[src/rtl/dram_test_pkg.sv]
// Shared definitions for the DRAM test result link (receiver and transmitter sides).
package dram_test_pkg;

   localparam int unsigned DATA_BITS  = 8;
   localparam int unsigned WORD_BYTES = 2;

   typedef enum logic [2:0] {
      StIdle,
      StStart,
      StData,
      StParity,
      StStop,
      StBreak
   } byte_state_e;

endpackage

[src/rtl/uart_byte_rx.sv]
// UART byte receiver: 2-flop synchroniser plus byte FSM. Strobes are decoded at the sample cycle.
// Define UART_RX_PARITY_EN for 8E1 framing; default is 8N1.
module uart_byte_rx
   import dram_test_pkg::*;
#(
   parameter int unsigned CLKS_PER_BIT = 8
) (
   input  logic                 clk,
   input  logic                 rst,
   input  logic                 uart_rxd,
   output logic [DATA_BITS-1:0] byte_data,
   output logic                 byte_done,
   output logic                 byte_err,
   output logic                 start_seen
);

   localparam int unsigned CNT_W = $clog2(CLKS_PER_BIT);
   localparam int unsigned BIT_W = $clog2(DATA_BITS);
   localparam int unsigned HALF  = CLKS_PER_BIT / 2;

   byte_state_e          r_state;
   logic [1:0]           r_sync;
   logic                 r_rxd_prev;
   logic [CNT_W-1:0]     r_cnt;
   logic [BIT_W-1:0]     r_bit;
   logic [DATA_BITS-1:0] r_shift;
   logic                 r_par_bad;

   logic w_rxd_s;
   logic w_fall;
   logic w_tick;
   logic w_half;

   assign w_rxd_s = r_sync[1];
   assign w_fall  = r_rxd_prev & ~w_rxd_s;
   assign w_tick  = (r_cnt == CNT_W'(CLKS_PER_BIT - 1));
   assign w_half  = (r_cnt == CNT_W'(HALF - 1));

   assign byte_data  = r_shift;
   assign start_seen = (r_state == StIdle) && w_fall;
   assign byte_done  = (r_state == StStop) && w_tick && w_rxd_s && !r_par_bad;
`ifdef UART_RX_PARITY_EN
   // A parity failure already raised its error; the stop bit then only closes the frame.
   assign byte_err   = ((r_state == StStop) && w_tick && !w_rxd_s && !r_par_bad) ||
                       ((r_state == StParity) && w_tick && ((^r_shift) != w_rxd_s));
`else
   assign byte_err   = (r_state == StStop) && w_tick && !w_rxd_s;
`endif

   always_ff @(posedge clk) begin
      if (rst) begin
         r_sync     <= 2'b11;
         r_rxd_prev <= 1'b1;
         r_state    <= StIdle;
         r_cnt      <= '0;
         r_bit      <= '0;
         r_shift    <= '0;
         r_par_bad  <= 1'b0;
      end else begin
         r_sync     <= {r_sync[0], uart_rxd};
         r_rxd_prev <= w_rxd_s;
         r_cnt      <= r_cnt + CNT_W'(1);
         unique case (r_state)
            StIdle: begin
               r_cnt <= '0;
               if (w_fall) r_state <= StStart;
            end
            StStart: begin
               if (w_half) begin
                  r_cnt     <= '0;
                  r_bit     <= '0;
                  r_par_bad <= 1'b0;
                  r_state   <= w_rxd_s ? StIdle : StData;
               end
            end
            StData: begin
               if (w_tick) begin
                  r_cnt   <= '0;
                  r_shift <= {w_rxd_s, r_shift[DATA_BITS-1:1]};
                  r_bit   <= r_bit + BIT_W'(1);
                  if (r_bit == BIT_W'(DATA_BITS - 1)) begin
`ifdef UART_RX_PARITY_EN
                     r_state <= StParity;
`else
                     r_state <= StStop;
`endif
                  end
               end
            end
            StParity: begin
               if (w_tick) begin
                  r_cnt     <= '0;
                  r_par_bad <= ((^r_shift) != w_rxd_s);
                  r_state   <= StStop;
               end
            end
            StStop: begin
               if (w_tick) begin
                  r_cnt   <= '0;
                  r_state <= (w_rxd_s || r_par_bad) ? StIdle : StBreak;
               end
            end
            StBreak: begin
               r_cnt <= '0;
               if (w_rxd_s) r_state <= StIdle;
            end
            default: r_state <= StIdle;
         endcase
      end
   end

endmodule

[src/rtl/dram_result_uart_rx.sv]
// DRAM result link receiver: pairs UART bytes into 16-bit words (high byte first) on valid/ready.
// Define UART_RX_PARITY_EN for 8E1 framing; default is 8N1.
module dram_result_uart_rx
   import dram_test_pkg::*;
#(
   parameter int unsigned CLK_FREQ_HZ  = 200_000_000,
   parameter int unsigned BAUD         = 115200,
   parameter int unsigned TIMEOUT_BITS = 20
) (
   input  logic        clk,
   input  logic        rst,
   input  logic        uart_rxd,
   output logic [15:0] word_data,
   output logic        word_valid,
   input  logic        word_ready,
   output logic        frame_err,
   output logic        overrun,
   output logic [15:0] word_cnt
);

   localparam int unsigned CLKS_PER_BIT = CLK_FREQ_HZ / BAUD;
   localparam int unsigned TMO_CYCLES   = TIMEOUT_BITS * CLKS_PER_BIT;
   localparam int unsigned TMO_W        = $clog2(TMO_CYCLES);

   logic [DATA_BITS-1:0] w_byte_data;
   logic                 w_byte_done;
   logic                 w_byte_err;
   logic                 w_start_seen;
   logic                 w_accept;

   logic                 r_phase;
   logic [DATA_BITS-1:0] r_hi_byte;
   logic [TMO_W-1:0]     r_tmo_cnt;
   logic [15:0]          r_word_data;
   logic                 r_word_valid;
   logic                 r_frame_err;
   logic                 r_overrun;
   logic [15:0]          r_word_cnt;

   uart_byte_rx #(
      .CLKS_PER_BIT(CLKS_PER_BIT)
   ) u_byte_rx (
      .clk       (clk),
      .rst       (rst),
      .uart_rxd  (uart_rxd),
      .byte_data (w_byte_data),
      .byte_done (w_byte_done),
      .byte_err  (w_byte_err),
      .start_seen(w_start_seen)
   );

   assign w_accept   = r_word_valid && word_ready;
   assign word_data  = r_word_data;
   assign word_valid = r_word_valid;
   assign frame_err  = r_frame_err;
   assign overrun    = r_overrun;
   assign word_cnt   = r_word_cnt;

   always_ff @(posedge clk) begin
      if (rst) begin
         r_phase      <= 1'b0;
         r_hi_byte    <= '0;
         r_tmo_cnt    <= '0;
         r_word_data  <= '0;
         r_word_valid <= 1'b0;
         r_frame_err  <= 1'b0;
         r_overrun    <= 1'b0;
         r_word_cnt   <= '0;
      end else begin
         r_frame_err <= w_byte_err;
         if (w_accept) begin
            r_word_cnt   <= r_word_cnt + 16'd1;
            r_word_valid <= 1'b0;
         end
         if (w_byte_err) begin
            r_phase <= 1'b0;
         end else if (w_byte_done) begin
            if (!r_phase) begin
               r_hi_byte <= w_byte_data;
               r_phase   <= 1'b1;
               r_tmo_cnt <= '0;
            end else begin
               r_phase <= 1'b0;
               // Accept and reload in the same cycle is fine; only a stalled output drops.
               if (!r_word_valid || word_ready) begin
                  r_word_data  <= {r_hi_byte, w_byte_data};
                  r_word_valid <= 1'b1;
               end else begin
                  r_overrun <= 1'b1;
               end
            end
         end else if (r_phase) begin
            if (w_start_seen) begin
               r_tmo_cnt <= '0;
            end else if (r_tmo_cnt == TMO_W'(TMO_CYCLES - 1)) begin
               r_phase <= 1'b0;
            end else begin
               r_tmo_cnt <= r_tmo_cnt + TMO_W'(1);
            end
         end
      end
   end

endmodule
[config.mk]
export PLATFORM = sky130hd
export DESIGN_NAME = dram_result_uart_rx
export DESIGN_NICKNAME = d
export VERILOG_FILES = /design/src/rtl/dram_test_pkg.sv /design/src/rtl/uart_byte_rx.sv /design/src/rtl/dram_result_uart_rx.sv
export SDC_FILE = /design/constraint.sdc
export NUM_CORES = 1
export LEC_CHECK = 0
export BUFFER_PORTS_ARGS = -buffer_cell sky130_fd_sc_hd__buf_2
export CAP_MARGIN = 20
export CORE_UTILIZATION = 35
export CTS_CLUSTER_DIAMETER = 60
export CTS_CLUSTER_SIZE = 16
export DETAILED_ROUTE_END_ITERATION = 10
export GPL_ROUTABILITY_DRIVEN = 0
export GPL_TIMING_DRIVEN = 0
export PLACE_DENSITY = 0.5
export SLEW_MARGIN = 10
export SYNTH_ARGS = -nofsm -noshare
export SYNTH_HDL_FRONTEND = slang
export SYNTH_SLANG_ARGS = --single-unit
[constraint.sdc]
create_clock -name clk -period 5.1 [get_ports clk]
set_input_delay 0.255 -clock clk [delete_from_list [all_inputs] [get_ports clk]]
set_output_delay 0.255 -clock clk [all_outputs]
set_load 0.01 [all_outputs]
==> results of run 1 <==
-- worst max-delay path, stage by stage, from the launching register on --
cell	delay [ns]
dfxtp_1	0.37
ha_1	0.23
or3b_1	0.40
or4_1	0.54
buf_2	0.17
o211ai_1	0.42
clkbuf_1	0.44
nor3_1	0.10
a211o_2	0.31
-- sequential cells by signal (all words and copies together) (netlist names), 2 cells and up --
name / count
r_tmo_cnt: 16
r_hi_byte: 8
u_byte_rx.r_sync: 2
u_byte_rx.r_cnt: 11
word_data: 16
u_byte_rx.r_bit: 3
word_cnt: 16
u_byte_rx.r_state: 3
u_byte_rx.byte_data: 8
-- cell type report --
class                           count  area, sq um
Fill cell                        1128         6350
Multi-Input combinational cell    353         2160
Sequential cell                    89         1780
Clock buffer                        9          225
Timing Repair Buffer               37          185
Tap cell                          140          175
Buffer                             21         95.1
Clock inverter                      7         77.6
Inverter                            7         26.3
-- synth_stat cells, drive strengths merged, types with 7 or more instances --
master and number:
inv 7, or3 12, nand3 15, dfxtp 89, nor3 18, xnor2 16
a211o 12, clkbuf 18, a21oi 30, nand2 56, mux2i 19, and3 14
o21ai 11, xor2 8, nor2 50, nand4 16
-- per-stage QoR --
step / instance area (sq um) / util, %
after floorplan: 4060 / -
after global placement: 4420 / 39.9
after detailed placement: 4420 / 39.9
after CTS: 4720 / 42.6
after global routing: 4720 / 42.6
final: 4720 / 42.6
-- kinds of logic (layout without fill, tap and decap cells) --
family	after synthesis	in the layout	synth area share (%)
adders and majority gates	5	5	1.54
muxes	19	19	4.68
DFF	89	89	43.9
and+or+nand+nor	227	227	28.7
xor gates and xnor gates	25	25	5.73
buffers and inverters	28	81	2.99
AOI/OAI and AO/OA	77	77	12.4
-- power by group --
group	internal [uW]	switching [uW]	total, uW
logic	13.2	26.0	39.2
clock network	385	295	680
registers	699	5.14	704
total	1100	326	1420
-- how the worst min path moves through the flow --
stage	to	slack (ns)	cells after the start
2_1_floorplan	u_byte_rx.r_sync[0]$_SDFF_PP1_	0.36	1
3_3_place_gp	u_byte_rx.r_sync[1]$_SDFF_PP1_	0.39	1
3_5_place_dp	u_byte_rx.r_sync[1]$_SDFF_PP1_	0.39	1
4_1_cts	u_byte_rx.r_sync[0]$_SDFF_PP1_	0.08	2
5_1_grt	u_byte_rx.r_sync[0]$_SDFF_PP1_	0.09	2
6_report	u_byte_rx.r_sync[0]$_SDFF_PP1_	0.09	2
-- layer usage --
layer	wire (um)	share of wire (%)	vias up	GRT usage, %
li1	-	-	1777	-
met1	4810	52	1639	22.9
met2	4050	44	51	25.1
met3	290	3.1	10	3.91
met4	140	1.5	0	5.71
met5	0	0	-	0
==> summary.md, run 1 <==
| Metric | Value |
|---|---|
| Status | complete, no violations |
| Top FF cell, synth | dfxtp_1 |
| R2r setup slk | a little over 2 ns |
| Max Clk Rate | ~320 MHz |
| Syn-to-layout area delta | 16.3% |
| DRC Markers | 0 |
| CP Class | register to register |
| Commonest non-fill, non-tap cell in the layout | dfxtp_1 |
| Total track usage | around 17% |
| Global route overflow | 0 |
| Initial antenna violation count | 0 |
| Number of global-route vias before repair | between 3000 and 4000 |
| Dpl cells | between 600 and 700 |
| Detailed-router iteration count before antenna repair | 4 |
| Synth top area share | 43.9% |
| Crit path to | r_tmo_cnt[12]$_SDFFE_PP0P_ |
| H-tree depth | 3 |
| Worst setup EP type | register |
| Synth Warn # | 0 |
| Fin Setup TNS | 0 ns |
| Syn_nets | 479 |
| Clk_skew | between 0.005 and 0.006 ns |
| Die height | around 110 um |
| Number of synthesized flops with an enable pin | 0 |
| Pwr Total | around 1400 uW |
| Remaining antenna violation count after routing | 0 |
| Beginning of the worst hold path | uart_rxd |
| Seq/Total Area, Yosys | 43.9% |
| Post-DR vias/cell | 5.24 |
| Inserted Diodes | 0 |
| Final setup margin | 2.01 ns |
| Leading area contributor after synthesis | dfxtp_1 |
| Inserted Clock Buffers | 9 |
| Die ar. | roughly 0.012 sq mm |
| Setup bufs post-CTS | 0 |
| RSZ-0062 raised after global routing | no |
| Worst-path fanout max | 10 |
| Max-slew violations | 0 |
| Share of cells above drive strength 1 | around an eighth |
| Post-Layout Cell Count | ~660 |
| Clock slew at reported path FFs | 0.07 ns |
| Synth cell types | 53 |
| Wirelength, routed | approximately 9300 um |
| Synth top area cells | dfxtp_1 44%, nand2_1 5.2%, mux2i_1 4.7% |
| Worst Path Required | between 5 and 6 ns |
| Crit path DAT | 3.32 ns |
| Leak | roughly 0.0019 uW |
| Row cnt | 38 |
| Clk_lat worst skew | approximately 0.34 ns |
| Number of synthesized register bits | 89 |
| Port Buf Inserts | 37 |
| Critical R2R Capture | r_tmo_cnt[12]$_SDFFE_PP0P_ |
| CTS resizes | 0 |
| Via count | between 3000 and 4000 |
| Core box area | roughly 0.011 sq mm |
| Asr flop ratio synth | 0% |
| Final Hold Viols | 0 |
| WHS | 0.0881 ns |
| Setup slack at placement | around 2 ns |
| Mapped Area | roughly 0.0041 sq mm |
| Worst r2r path cells | 8 |
| CTS Hold Bufs | 0 |
| CP Launch Point | u_byte_rx.r_cnt[0]$_SDFF_PP0_ |
| Worst reg2reg startpoint | u_byte_rx.r_cnt[0]$_SDFF_PP0_ |
| Wire per inst | ~14 um |
| Power Dens Cells | around 300 mW/mm^2 |
| I/O Pins | 39 |
| Worst VDD drop | just over 0.2 mV |
| Chip width | 110 um |
| Fin crit share | 60.5% |
| Pin count of the biggest net entering global routing | 17 |
| HPWL Detailed | 6590 um |
| TritonCTS clock tree | built |
| First-pass GRT wire length | between 15000 and 20000 um |
| Syn Inst Count | 470 |
| Worst-margin pin slew | around 0.94 ns |
| Max Cap Viol | 0 |
| Clk buf depth | 2 |
| Hold Crit Class | input port to register |
| Sink Count | 89 |
| Root Driver | clkbuf_16 |
| 1st-iter DRT viols | between 150 and 200 |
| Avg Synthesized Cell Area | around 8.6 sq um |
| Fin nets | between 500 and 600 |
| Critical Path Source Type | register |
| Final setup viols | 0 |
| Initial Util | a little over a third |
| Max-slew headroom | between 30% and 40% |
| Final worst path period need | 3.09 ns |
| Commonest non-fill, non-tap cells in the layout | 89 x dfxtp_1, 56 x nand2_1, 50 x nor2_1 |
(Power assumes the default switching activity.)
==> run 2, diff against run 1 <==
ABC_AREA = 1   (was not set)
PLACE_DENSITY = 0.51   (was 0.5)
clock period = 2.5 ns   (was 5.1 ns; I/O delays follow)
==> summary.md, run 2 <==
| Metric | Value |
|---|---|
| Worst-path fanout max | 8 (-2) |
| Metal3 WL | 398 um (+37%) |
| Row cnt | 41 (+7.9%) |
| Global route overflow | 0 (unchanged) |
| Max-slew headroom | 52.0% (+15 points) |
| Top cells by count, synth | 130 x nand2_1, 100 x nor2_1, 89 x dfxtp_1, 77 x inv_1, 59 x nand3_1 |
| Syn Inst Count | 657 (+40%) |
| Placed cell area | 0.00493 sq mm (+12%) |
| Max-slew violations | 0 (unchanged) |
| Initial antenna violation count | 0 (unchanged) |
| Max Clk Rate | 506 MHz (+56%) |
| Clk_skew | 0.00588 ns (+0.000632 ns) |
| Number of synthesized register bits | 89 (unchanged) |
| Sequential cell area | 0.00178 sq mm (unchanged) |
| Inserted Diodes | 0 (unchanged) |
| Die height | 116 um (+5.5%) |
| Sw frac | 29.1% (+6.2 points) |
| Total track usage | 18.2% (+1.6 points) |
| Die ar. | 0.0134 sq mm (+11%) |
| Hold Crit Class | input port to register |
| Via count | 4170 (+20%) |
| Power Dens Cells | 617 mW/mm^2 (+100%) |
| Synth cell types | 41 (-23%) |
| Share of cells above drive strength 1 | 14.2% (+1.4 points) |
| Clk buf depth | 2 (unchanged) |
| Sink Count | 89 (unchanged) |
| Critical Path Source Type | register |
| Synth top area share | 39.3% (-4.6 points) |
| Crit path DAT | 2.17 ns (-1.15 ns) |
| Asr flop ratio synth | 0% (unchanged) |
| Mapped Area | 0.00453 sq mm (+12%) |
| Worst r2r path cells | 8 (unchanged) |
| Post-DR vias/cell | 4.72 (-9.9%) |
| Detailed-router iteration count before antenna repair | 4 (unchanged) |
| Max Cap Viol | 0 (unchanged) |
| Cell area after layout | 0.00523 sq mm (+11%) |
| Leading area contributor after synthesis | dfxtp_1 |
| Pin count of the biggest net entering global routing | 16 (-1) |
| Synth top area cells | dfxtp_1 39%, nand2_1 11%, nor2_1 8.3% |
| Worst path cell trace | ha_1, nand3_1, nor2_1, nand4_1, nor2_1, nor2_1, nand3_1, a21oi_1 |
| Fin crit share | 79.0% (+18 points) |
| Syn_nets | 666 (+39%) |
| Core box area | 0.0126 sq mm (+14%) |
| Clock slew at reported path FFs | 0.06 ns (about the same) |
| Top FF cell, synth | dfxtp_1 |
| Wire per inst | 12.5 um (-11%) |
| Syn-to-layout area delta | 15.3% |
| Combinational Power Share | 14.0% (+11 points) |
| Final worst path period need | 1.97 ns (-1.11 ns) |
| Final Hold Viols | 0 (unchanged) |
| Multi-input gate area | 0.00233 sq mm (+7.9%) |
| DRC Markers | 0 (unchanged) |
| Fin nets | 715 (+36%) |
| Port Buf Inserts | 37 (unchanged) |
| Hold path depth | 4 (+2) |
| CP Class | register to register |
| CP max stage cell | nor2_1 |
| Crit path largest cell delay | 0.57 ns (+0.03 ns) |
| Worst-margin pin slew | 0.718 ns (-0.217 ns) |
| Pwr Total | 3220 uW (+130%) |
| Leak | 0.00218 uW (+14%) |
| H-tree depth | 3 (unchanged) |
| Wirelength, routed | 11000 um (+19%) |
| I/O Pins | 39 (unchanged) |
| CTS resizes | 0 (unchanged) |
| Clock share of power | 39.6% (-8.2 points) |
| Inserted Clock Buffers | 9 (unchanged) |
| Remaining antenna violation count after routing | 0 (unchanged) |
| Number of global-route vias before repair | 3918 (+28%) |
| FILL cells | 1389 (+23%) |
| Worst Path Required | 2.70 ns (-2.64 ns) |
| Count leader, synth | nand2_1 |
| Clk_lat worst skew | 0.34 ns (about the same) |
| Avg Synthesized Cell Area | 6.90 sq um (-20%) |
| WL met2 | 4980 um (+23%) |
| Synth Warn # | 0 (unchanged) |
| Commonest non-fill, non-tap cells in the layout | 130 x nand2_1, 100 x nor2_1, 89 x dfxtp_1 |
| Top sig layer | met4 |
| Status | complete, no violations |
| Number of synthesized flops with an enable pin | 0 (unchanged) |
| Fin Setup TNS | 0 ns (unchanged) |
| Critical Path Most Common Cell | nor2_1 |
| TritonCTS clock tree | built |
| First-pass GRT wire length | 18900 um (+24%) |
| Final setup viols | 0 (unchanged) |
| Chip width | 116 um (+5.5%) |
| Int Pwr | 2290 uW (+110%) |
| 1st-iter DRT viols | 314 (+91%) |
| Initial Util | 35.9% (-0.74 points) |
| Worst VDD drop | 0.412 mV (+100%) |
| HPWL Detailed | 8060 um (+22%) |
| Sequential share of power | 46.4% (-3.1 points) |
| Psw | 937 uW (+190%) |
| Root Driver | clkbuf_16 |
| Seq/Total Area, Yosys | 39.3% (-4.6 points) |
| Worst setup EP type | register |
| Met1 Wirelength | 5520 um (+15%) |
| Commonest non-fill, non-tap cell in the layout | nand2_1 |
| RSZ-0062 raised after global routing | no |
run 2: changes by cell type in the layout (fill, tap and decap cells not counted), moves of 11 or more:
cell and delta:
xnor2_1 -11, nor2_1 +50, mux2i_1 -19, nand3_1 +44, and3_1 -12, o21ai_1 +12
a21oi_1 +13, nand2_1 +74, inv_1 +70, or3_1 -12, o21ai_0 +24
run 2: area by class of cell:
class / instances / share of cell area (%)
buffer: 19 / 2.11
clock buffer: 10 / 4.57
clock inverter: 6 / 0.814
inverter: 83 / 5.96
multi-input combinational: 466 / 44.6
sequential: 89 / 34.1
tap: 172 / 4.12
timing repair buffer: 38 / 3.74
run 2: worst paths after layout:
kind | to | slack, ns | from
worst max register to register | r_tmo_cnt[10]$_SDFFE_PP0P_ | 0.53 | u_byte_rx.r_cnt[0]$_SDFF_PP0_
worst min-delay path | word_cnt[12]$_SDFFE_PP0P_ | 0.19 | word_ready
worst max-delay path | r_tmo_cnt[10]$_SDFFE_PP0P_ | 0.53 | u_byte_rx.r_cnt[0]$_SDFF_PP0_
worst min register to register | u_byte_rx.r_sync[1]$_SDFF_PP1_ | 0.41 | u_byte_rx.r_sync[0]$_SDFF_PP1_
run 2: repair_timing:
action | CTS | global route
hold buffers | 1 | 0
buffers inserted | 0 | 0
hold endpoints to repair | 1 | 0
run 2: cell families after synthesis:
logic type / after synthesis / synth area share [%]
AOI/OAI and AO/OA: 111 / 13.9
xor gates and xnor gates: 13 / 2.51
adders and majority gates: 5 / 1.38
buffers and inverters: 102 / 9.30
DFF: 89 / 39.3
and+or+nand+nor: 337 / 33.6
run 2: layer usage:
metal  GRT usage [%]  vias to the layer above
met3            3.19                        6
met5               0                        -
met4            8.21                        0
met2            28.8                       57
met1            24.2                     1883
li1                -                     2224
run 2: power by group through the flow:
stage / sequential (uW) / combinational [uW] / clock [uW]
after floorplan: 1520 / 350 / 0
after global placement: 1530 / 446 / 0
after detailed placement: 1520 / 458 / 0
after CTS: 1490 / 460 / 1330
after global routing: 1500 / 529 / 1390
final: 1490 / 451 / 1280
run 2: through the flow:
stage | util [%] | hold slack, ns | instances | setup WS (ns)
after CTS | 41.4 | 0.183 | 883 | 0.535
after floorplan | - | 0.229 | 657 | 0.897
final | 41.4 | 0.194 | 883 | 0.526
after global routing | 41.4 | 0.237 | 883 | 0.322
after global placement | 39.1 | 0.309 | 866 | 0.560
after detailed placement | 39.1 | 0.313 | 866 | 0.570
run 2: critical path, delay by kind of cell (launching register included):
family	cells	cell delay (ns)
simple gates	6	1.14
flops	1	0.35
fa+ha+maj	1	0.27
compound gates	1	0.06
==> run 3, diff against run 2 <==
ABC_AREA = 0   (was 1)
PLACE_DENSITY = 0.5   (was 0.51)
clock period = 2.05 ns   (was 2.5 ns; I/O delays follow)
==> summary.md, run 3 (synthesis gave the netlist of run 1 again) <==
| Metric | Value |
|---|---|
| Status | finished with violations |
| Violated checks | setup timing |
| First-pass GRT wire length | 15700 um (-17%) |
| Worst Path Required | 2.28 ns (-0.42 ns) |
| Final worst path period need | 2.42 ns (+0.443 ns) |
| Post-layout util | 46.2% (+4.8 points) |
| Dpl cells | 647 (-25%) |
| Multi-input gate area | 0.00230 sq mm (-1.4%) |
| Row cnt | 38 (-7.3%) |
| Clk_lat worst skew | 0.35 ns (about the same) |
| Inserted Diodes | 0 (unchanged) |
| Die ar. | 0.0120 sq mm (-10%) |
| CP Class | register to register |
| Clock slew at reported path FFs | 0.06 ns (about the same) |
| Max Cap Viol | 0 (unchanged) |
| Post-Layout Cell Count | 681 (-23%) |
| Max-slew violations | 0 (unchanged) |
| Commonest non-fill, non-tap cells in the layout | 83 x dfxtp_1, 53 x nand2_1, 48 x nor2_1 |
| GRT met2 Usage | 26.2% (-2.6 points) |
| Fin nets | 545 (-24%) |
| Port Buf Inserts | 37 (unchanged) |
| Initial antenna violation count | 0 (unchanged) |
| Detailed-router iteration count before antenna repair | 5 (+1) |
| Leak | 0.00209 uW (-4.0%) |
| Final Hold Viols | 0 (unchanged) |
| Worst setup EP type | register |
| Pwr Total | 3620 uW (+12%) |
| DRC Markers | 0 (unchanged) |
| Syn-to-layout area delta | 26.0% |
| Root Driver | clkbuf_16 |
| Crit path DAT | 2.65 ns (+0.48 ns) |
| Core box area | 0.0111 sq mm (-12%) |
| Wirelength, routed | 9810 um (-11%) |
| Wire per inst | 14.4 um (+16%) |
| Worst VDD drop | 0.565 mV (+37%) |
| Met3 track demand over resource | 5.28% (+2.1 points) |
| Post-DR vias/cell | 5.21 (+10%) |
| Clk_skew | 0.00730 ns (+0.00142 ns) |
| HPWL Detailed | 6670 um (-17%) |
| Fin crit share | 118% (+39 points) |
| Global route overflow | 0 (unchanged) |
| Total track usage | 17.2% (-1.0 points) |
| Fin Setup TNS | -8.90 ns (-8.90 ns) |
| Number of global-route vias before repair | 3194 (-18%) |
| 1st-iter DRT viols | 202 (-36%) |
| Critical Path Source Type | register |
| Clk buf depth | 2 (unchanged) |
| Max-slew headroom | 58.5% (+6.5 points) |
| Final setup margin | -0.368 ns (-0.893 ns) |
| WHS | 0.102 ns (-0.0916 ns) |
| RSZ-0062 raised after global routing | yes |
| Met1 Use GR | 22.9% (-1.3 points) |
| I/O Pins | 39 (unchanged) |
| Sequential cell area | 0.00180 sq mm (+0.84%) |
| Share of cells above drive strength 1 | 21.6% (+7.4 points) |
| Max Clk Rate | 414 MHz (-18%) |
| FILL cells | 1117 (-20%) |
| Die height | 110 um (-5.3%) |
| Inserted Clock Buffers | 9 (unchanged) |
| Worst-margin pin slew | 0.617 ns (-0.100 ns) |
| Hold Crit Class | input port to register |
| Pin count of the biggest net entering global routing | 15 (-1) |
| GR peak layer | met2 |
| Remaining antenna violation count after routing | 0 (unchanged) |
| Initial Util | 36.7% (+0.74 points) |
| Worst-path fanout max | 5 (-3) |
| Chip width | 110 um (-5.3%) |
| H-tree depth | 3 (unchanged) |
| Sink Count | 89 (unchanged) |
| TritonCTS clock tree | built |
| Via count | 3549 (-15%) |
| Power Dens Cells | 707 mW/mm^2 (+15%) |
| Commonest non-fill, non-tap cell in the layout | dfxtp_1 |
| Final setup viols | 42 (+42) |
run 3: path summary, 6_finish.rpt:
kind,from,end,slack (ns),depth (start not counted)
worst max-delay path,u_byte_rx.r_cnt[0]$_SDFF_PP0_,r_tmo_cnt[6]$_SDFFE_PP0P_,-0.37,7
worst min-delay path,word_ready,word_valid$_SDFF_PP0_,0.10,4
worst max register to register,u_byte_rx.r_cnt[0]$_SDFF_PP0_,r_tmo_cnt[6]$_SDFFE_PP0P_,-0.37,7
worst min register to register,u_byte_rx.r_sync[0]$_SDFF_PP1_,u_byte_rx.r_sync[1]$_SDFF_PP1_,0.42,1
run 3: through the flow:
stage / worst slack (ns) / area [sq um]
5_1_grt: -0.415 / 5120
3_3_place_gp: -0.849 / 4450
4_1_cts: -0.500 / 4970
2_1_floorplan: -0.444 / 4090
6_report: -0.368 / 5120
3_5_place_dp: -0.842 / 4450
run 3: final cells by class:
| cell class | instances | share of cell area [%] |
|---|---|---|
| multi-input cells | 353 | 44.9 |
| flip-flops and latches | 89 | 35.1 |
| repair buffers | 59 | 7.83 |
| clock buffers | 11 | 4.55 |
| well taps | 140 | 3.42 |
| plain buffers | 17 | 2.13 |
| clock inverters | 5 | 1.54 |
| inverters | 7 | 0.514 |
run 3: worst max-delay path: stages, from the launching register on:
cell and delay (ns):
dfxtp_4 0.36, ha_4 0.13, or3b_4 0.37, or4_4 0.45, or3_4 0.35, and3_4 0.22, buf_8 0.13, a211o_1 0.29
run 3: report_power, final:
part,switching (uW),internal [uW],leakage (uW)
Sequential,11.1,1740,0.000721
Combinational,71.7,44.2,0.00122
Clock,687,1070,0.000154
Total,770,2850,0.00209
run 3: layer usage:
layer  part of all wire (%)  wire (um)
met1                     50       4930
met2                     45       4370
met3                    4.1        403
met4                    1.1        110
met5                      0          0
run 3: repair_timing:
action	CTS	global route
gates resized for setup	23	32
hold buffers	1	0
endpoints found under the setup margin	63	69
buffers inserted	16	6
pin swaps	8	15
gates cloned	0	2
endpoints found under the hold margin	1	0
